**src/rtl/irq_pkg.sv**
```systemverilog
// irq_pkg: shared types and constants for the external interrupt controller.
//   irq_state_t      - request FSM states (IDLE, REQ, HOLD)
//   IRQ_NUM_SRC_DEF  - default number of interrupt source lines
//   IRQ_CNT_W        - width of the post-acknowledge holdoff counter
package irq_pkg;

    typedef enum logic [1:0] {
        IDLE = 2'd0,
        REQ  = 2'd1,
        HOLD = 2'd2
    } irq_state_t;

    localparam int IRQ_NUM_SRC_DEF = 4;
    localparam int IRQ_CNT_W       = 3;

endpackage

```
**src/rtl/irq_prio_enc.sv**
```systemverilog
// irq_prio_enc: combinational lowest-index-first priority encoder.
// Ports:
//   req [NUM_SRC]  in  - request vector
//   any            out - at least one request bit set
//   idx [ID_W]     out - index of the lowest set bit (0 when none)
module irq_prio_enc
    import irq_pkg::*;
#(
    parameter int NUM_SRC = IRQ_NUM_SRC_DEF,
    parameter int ID_W    = (NUM_SRC > 1) ? $clog2(NUM_SRC) : 1
) (
    input  logic [NUM_SRC-1:0] req,
    output logic               any,
    output logic [ID_W-1:0]    idx
);

    always_comb begin
        any = |req;
        idx = '0;
        // Scan high to low so the lowest set index is the last one written.
        for (int i = NUM_SRC - 1; i >= 0; i--) begin
            if (req[i]) idx = ID_W'(i);
        end
    end

endmodule

```
**src/rtl/ext_irq_ctrl.sv**
```systemverilog
// ext_irq_ctrl: external interrupt controller driving the core's ExtIRQ /
// ExtIAck handshake. Rising edges on irq_src are latched as pending; the
// lowest-index eligible pending source is requested and held until the core
// acknowledges, followed by a HOLDOFF-cycle quiet period.
// Optional feature macro: IRQ_MASK_EN (adds a per-source enable mask).
// Ports:
//   clk          in  - clock, rising edge
//   reset        in  - synchronous, active-low reset
//   irq_src      in  - peripheral interrupt lines (rising edge = event)
//   ExtIAck      in  - acknowledge from the core, honoured only in REQ
//   ExtIRQ       out - registered interrupt request to the core
//   irq_id       out - requested source index while ExtIRQ=1, else 0
//   irq_pending  out - pending register
//   mask_we      in  - mask write strobe            (IRQ_MASK_EN only)
//   mask_wdata   in  - new mask, 1 = enabled        (IRQ_MASK_EN only)
//   irq_mask     out - current mask                 (IRQ_MASK_EN only)
module ext_irq_ctrl
    import irq_pkg::*;
#(
    parameter int NUM_SRC = IRQ_NUM_SRC_DEF,
    parameter int ID_W    = (NUM_SRC > 1) ? $clog2(NUM_SRC) : 1,
    parameter int HOLDOFF = 1
) (
    input  logic               clk,
    input  logic               reset,
    input  logic [NUM_SRC-1:0] irq_src,
    input  logic               ExtIAck,
    output logic               ExtIRQ,
    output logic [ID_W-1:0]    irq_id,
    output logic [NUM_SRC-1:0] irq_pending
`ifdef IRQ_MASK_EN
    ,
    input  logic               mask_we,
    input  logic [NUM_SRC-1:0] mask_wdata,
    output logic [NUM_SRC-1:0] irq_mask
`endif
);

    irq_state_t            state_q, state_d;
    logic [NUM_SRC-1:0]    src_q, src_d;
    logic [NUM_SRC-1:0]    pending_q, pending_d;
    logic [ID_W-1:0]       id_q, id_d;
    logic [IRQ_CNT_W-1:0]  cnt_q, cnt_d;
    logic                  req_q, req_d;

    logic [NUM_SRC-1:0]    event_vec;
    logic [NUM_SRC-1:0]    clr_vec;
    logic [NUM_SRC-1:0]    eligible;
    logic                  enc_any;
    logic [ID_W-1:0]       enc_idx;
    logic                  ack_ok;

`ifdef IRQ_MASK_EN
    logic [NUM_SRC-1:0]    mask_q, mask_d;

    always_comb begin
        mask_d = mask_q;
        if (mask_we) mask_d = mask_wdata;
    end

    assign eligible = pending_q & mask_q;
    assign irq_mask = mask_q;
`else
    assign eligible = pending_q;
`endif

    irq_prio_enc #(
        .NUM_SRC (NUM_SRC),
        .ID_W    (ID_W)
    ) u_prio_enc (
        .req (eligible),
        .any (enc_any),
        .idx (enc_idx)
    );

    assign event_vec = irq_src & ~src_q;
    assign ack_ok    = (state_q == REQ) && ExtIAck;
    assign clr_vec   = ack_ok ? (NUM_SRC'(1) << id_q) : '0;

    always_comb begin
        src_d = irq_src;
        // OR-ing the event last lets a same-cycle set win over the clear.
        pending_d = (pending_q & ~clr_vec) | event_vec;
    end

    // Request FSM: next state, latched id and holdoff counter.
    always_comb begin
        state_d = state_q;
        id_d    = id_q;
        cnt_d   = cnt_q;
        unique case (state_q)
            IDLE: begin
                if (enc_any) begin
                    id_d    = enc_idx;
                    state_d = REQ;
                end
            end
            REQ: begin
                // id stays frozen here: no preemption, no withdrawal.
                if (ExtIAck) begin
                    id_d    = '0;
                    cnt_d   = IRQ_CNT_W'(HOLDOFF - 1);
                    state_d = HOLD;
                end
            end
            HOLD: begin
                if (cnt_q == '0) begin
                    state_d = IDLE;
                end else begin
                    cnt_d = cnt_q - IRQ_CNT_W'(1);
                end
            end
            default: begin
                state_d = IDLE;
                id_d    = '0;
                cnt_d   = '0;
            end
        endcase
        // ExtIRQ gets its own flop so the output never decodes state bits.
        req_d = (state_d == REQ);
    end

    always_ff @(posedge clk) begin
        if (!reset) begin
            state_q   <= IDLE;
            src_q     <= '0;
            pending_q <= '0;
            id_q      <= '0;
            cnt_q     <= '0;
            req_q     <= 1'b0;
`ifdef IRQ_MASK_EN
            mask_q    <= '1;
`endif
        end else begin
            state_q   <= state_d;
            src_q     <= src_d;
            pending_q <= pending_d;
            id_q      <= id_d;
            cnt_q     <= cnt_d;
            req_q     <= req_d;
`ifdef IRQ_MASK_EN
            mask_q    <= mask_d;
`endif
        end
    end

    assign ExtIRQ      = req_q;
    assign irq_id      = id_q;
    assign irq_pending = pending_q;

endmodule
```
**config.mk**
```make
export PLATFORM = sky130hd
export DESIGN_NAME = ext_irq_ctrl
export DESIGN_NICKNAME = d
export VERILOG_FILES = /design/src/rtl/irq_pkg.sv /design/src/rtl/irq_prio_enc.sv /design/src/rtl/ext_irq_ctrl.sv
export SDC_FILE = /design/constraint.sdc
export NUM_CORES = 1
export LEC_CHECK = 0
export CAP_MARGIN = 25
export CORE_MARGIN = 2
export CORE_UTILIZATION = 30
export CTS_BUF_LIST = sky130_fd_sc_hd__clkbuf_4 sky130_fd_sc_hd__clkbuf_8
export DETAILED_ROUTE_END_ITERATION = 10
export PLACE_DENSITY = 0.5
export SYNTH_ARGS = -nofsm -noshare
export SYNTH_HDL_FRONTEND = slang
export SYNTH_HIERARCHICAL = 1
export SYNTH_SLANG_ARGS = --single-unit
```
**constraint.sdc**
```tcl
create_clock -name clk -period 1.3 [get_ports clk]
set_input_delay 0.325 -clock clk [delete_from_list [all_inputs] [get_ports clk]]
set_output_delay 0.325 -clock clk [all_outputs]
set_load 0.02 [all_outputs]
```
==> impl_results.md <==
- Outcome: complete, no violations
- Drt first-iter violations: 6
- # port buffers: 13
- Rel. slew slack: 0.829
- Clock-pin slew on the worst setup and hold paths: about 90 ps
- Initial antenna violation count: 0
- Fillcell total: 240
- Final Skew: 1.42 ps
- Clock Sinks: 16
- H-tree levels: 1
- Height of the die: 52.1 µm
- Lkg Pwr: 0.408 nW
- Top_reg_cell synth: dfxtp_1
- Endpoints failing setup: 0
- Layout cells sized above 1: 0.294
- Fin. Hold Viols: 0
- Worst EP required: 980 ps
- Number of I/O pins: 14
- Hold-fix buffers, CTS: 0
- Synth top area cells: dfxtp_1, and2_1, ha_1
- DR pass1 iterations: 3
- Total Wirelength: 1380 µm
- Pwr Density: 1040 nW/µm²
- Routability cong.: 0.764
- RSZ-0062 raised after global routing: true
- Antenna-violating nets left: 0
- Worst Hold Launch: src_q[1]$_SDFF_PN0_
- Post-CTS Setup Repair Bufs: 0
- # DRC: 0
- Via/cell ratio: between 4 and 5
- Post-Syn Nets: 85
- Total grt overflow: 0
- Final TNS setup: 0 ps
- Area of the multi-input gates: roughly 370 µm²
- Starting Density: 0.317
- Crit Path Max Fanout: 2
- Slowest stage cell, crit path: dfxtp_1
- Largest net degree at the start of global routing: 10
- Ys Warns: 6
- DR WL/cell: 10.6 µm
- CP Launch Type: flop
- CTS tree: yes
- Cell Area, Synth: 694 µm²
- Via count: 593
- Die Area: 2720 µm²
- Die Wd: 52.1 µm
- Sequential area share after synthesis: 0.461
- Area Overhead vs Synth: 40.4%
- FF+latch area: 323 µm²
- Maxcap violations: 0
- First-pass GRT wire length: around 2400 µm
- Largest stage delay, worst path: between 300 and 400 ps
- CTS max path bufs: 2
- Fin crit period: 1250 ps
- Total power: a little over 1 mW
- Async SR Flop Fraction: 0
- Cell variety after synth: 26
- Buf/Inv on CP: 1
- Crit path max-delay family: flip-flops
- Vias in the first global route: between 500 and 600
- Clock Latency Late Sink: 280 ps
- Total CTS buffers: 3
- Most frequent cells after synthesis: dfxtp_1, inv_1, nor2_1
- Nets: 113
- Largest area contributor in the netlist: dfxtp_1
- Slew Viols, Final: 0
- Fmax: approximately 0.80 GHz
- Critical Path Source: irq_pending[1]$_SDFF_PN0_
- Critical-path cell list: clkdlybuf4s15_1
- Crit share post-route: 0.961
- Post-synth EDFFs: 0
- Post-DP HPWL: 1030 µm
- Synth top area share: 0.461
- CP Class: reg -> out
- RR Startpoint: cnt_q[1]$_SDFFE_PN0P_
- Worst-margin pin slew: ~250 ps
- Most frequent cell after synthesis: dfxtp_1
- VDD IR-drop max: 469 µV
- Setup crit end kind: output port
- Hold Path Class: reg -> reg
- Yosys reg bits: 16
- Core area: approximately 2200 µm²
- Clock Tree Root: clkbuf_4
- Diode count: 0
- Mapped Cells: 76
- Site row count: 17
- Gr usage total: 0.124
- Crit path arrival time: a little over 900 ps
- Synth Area per Inst: 9.14 µm²
## stage by stage
step	setup WS, ps	utilization	std cells	area [µm²]	hold slack (ps)
floorplan	19.1	-	76	694	447
global placement	-197	0.427	127	935	470
detailed placement	-242	0.427	127	935	481
CTS	1.06	0.435	130	952	494
global route	-27.0	0.445	130	975	550
finish	50.8	0.445	130	975	497
## worst paths after layout
check	end	slack, ps	depth (start not counted)
worst max-delay path	irq_pending[1]	50	1
worst min-delay path	irq_pending[1]$_SDFF_PN0_	500	2
worst max register to register	cnt_q[1]$_SDFFE_PN0P_	80	7
worst min register to register	irq_pending[1]$_SDFF_PN0_	500	2
## what timing repair did
item | CTS | global route
resized for setup | 11 | 17
pin swaps | 0 | 2
endpoints found under the setup margin | 10 | 11
## worst register-to-register path: stages, from the launching register on
cell and delay (ps):
dfxtp_2 330, inv_2 40, ha_4 150, ha_4 150, nor2b_1 120, o21ai_1 120, buf_4 140, o22ai_1 70
## cells in the final DEF (no fill, tap or decap), types with 4 or more instances in the layout
| cell | n |
|---|---|
| clkdlybuf4s50_1 | 6 |
| o21ai_0 | 4 |
| dfxtp_1 | 14 |
| nand2_1 | 4 |
| clkbuf_2 | 4 |
| and2_1 | 5 |
| nor2_1 | 6 |
| buf_4 | 13 |
| inv_1 | 4 |
## per-layer routing
| metal | up-vias | GRT usage | wire length [µm] | part of all wire |
|---|---|---|---|---|
| met2 | 11 | 0.179 | 602 | 0.44 |
| met4 | 0 | 0.0789 | 32 | 0.023 |
| li1 | 312 | - | - | - |
| met3 | 4 | 0.0374 | 58 | 0.042 |
| met5 | - | 0 | 0 | 0 |
| met1 | 266 | 0.157 | 683 | 0.50 |
## report_power, final
part / switching (mW) / leakage, nW / internal, mW
combinational: 0.104 / 0.262 / 0.109
clock: 0.146 / 0.0138 / 0.108
sequential: 0.0219 / 0.133 / 0.521
total: 0.272 / 0.408 / 0.738
## state kept, by name, indices dropped and copies added, names as in the netlist
register and cells:
irq_id 2, state_q 2, irq_pending 4, src_q 4, ExtIRQ 1, cnt_q 3
## kinds of logic after synthesis
| group | after synthesis | synth area share |
|---|---|---|
| AO/OA/AOI/OAI | 19 | 0.182 |
| adder cells (fa/ha/maj) | 2 | 0.0360 |
| buffers and inverters | 9 | 0.0649 |
| flip-flops | 16 | 0.461 |
| multiplexers | 1 | 0.0144 |
| AND/OR/NAND/NOR | 29 | 0.241 |
## layout make-up
type / count / share of cell area
multi-input cells: 51 / 0.375
flip-flops and latches: 16 / 0.331
repair buffers: 26 / 0.212
well taps: 28 / 0.0359
clock buffers: 3 / 0.0231
inverters: 6 / 0.0231
No activity file was read; power rests on OpenSTA's default activity.
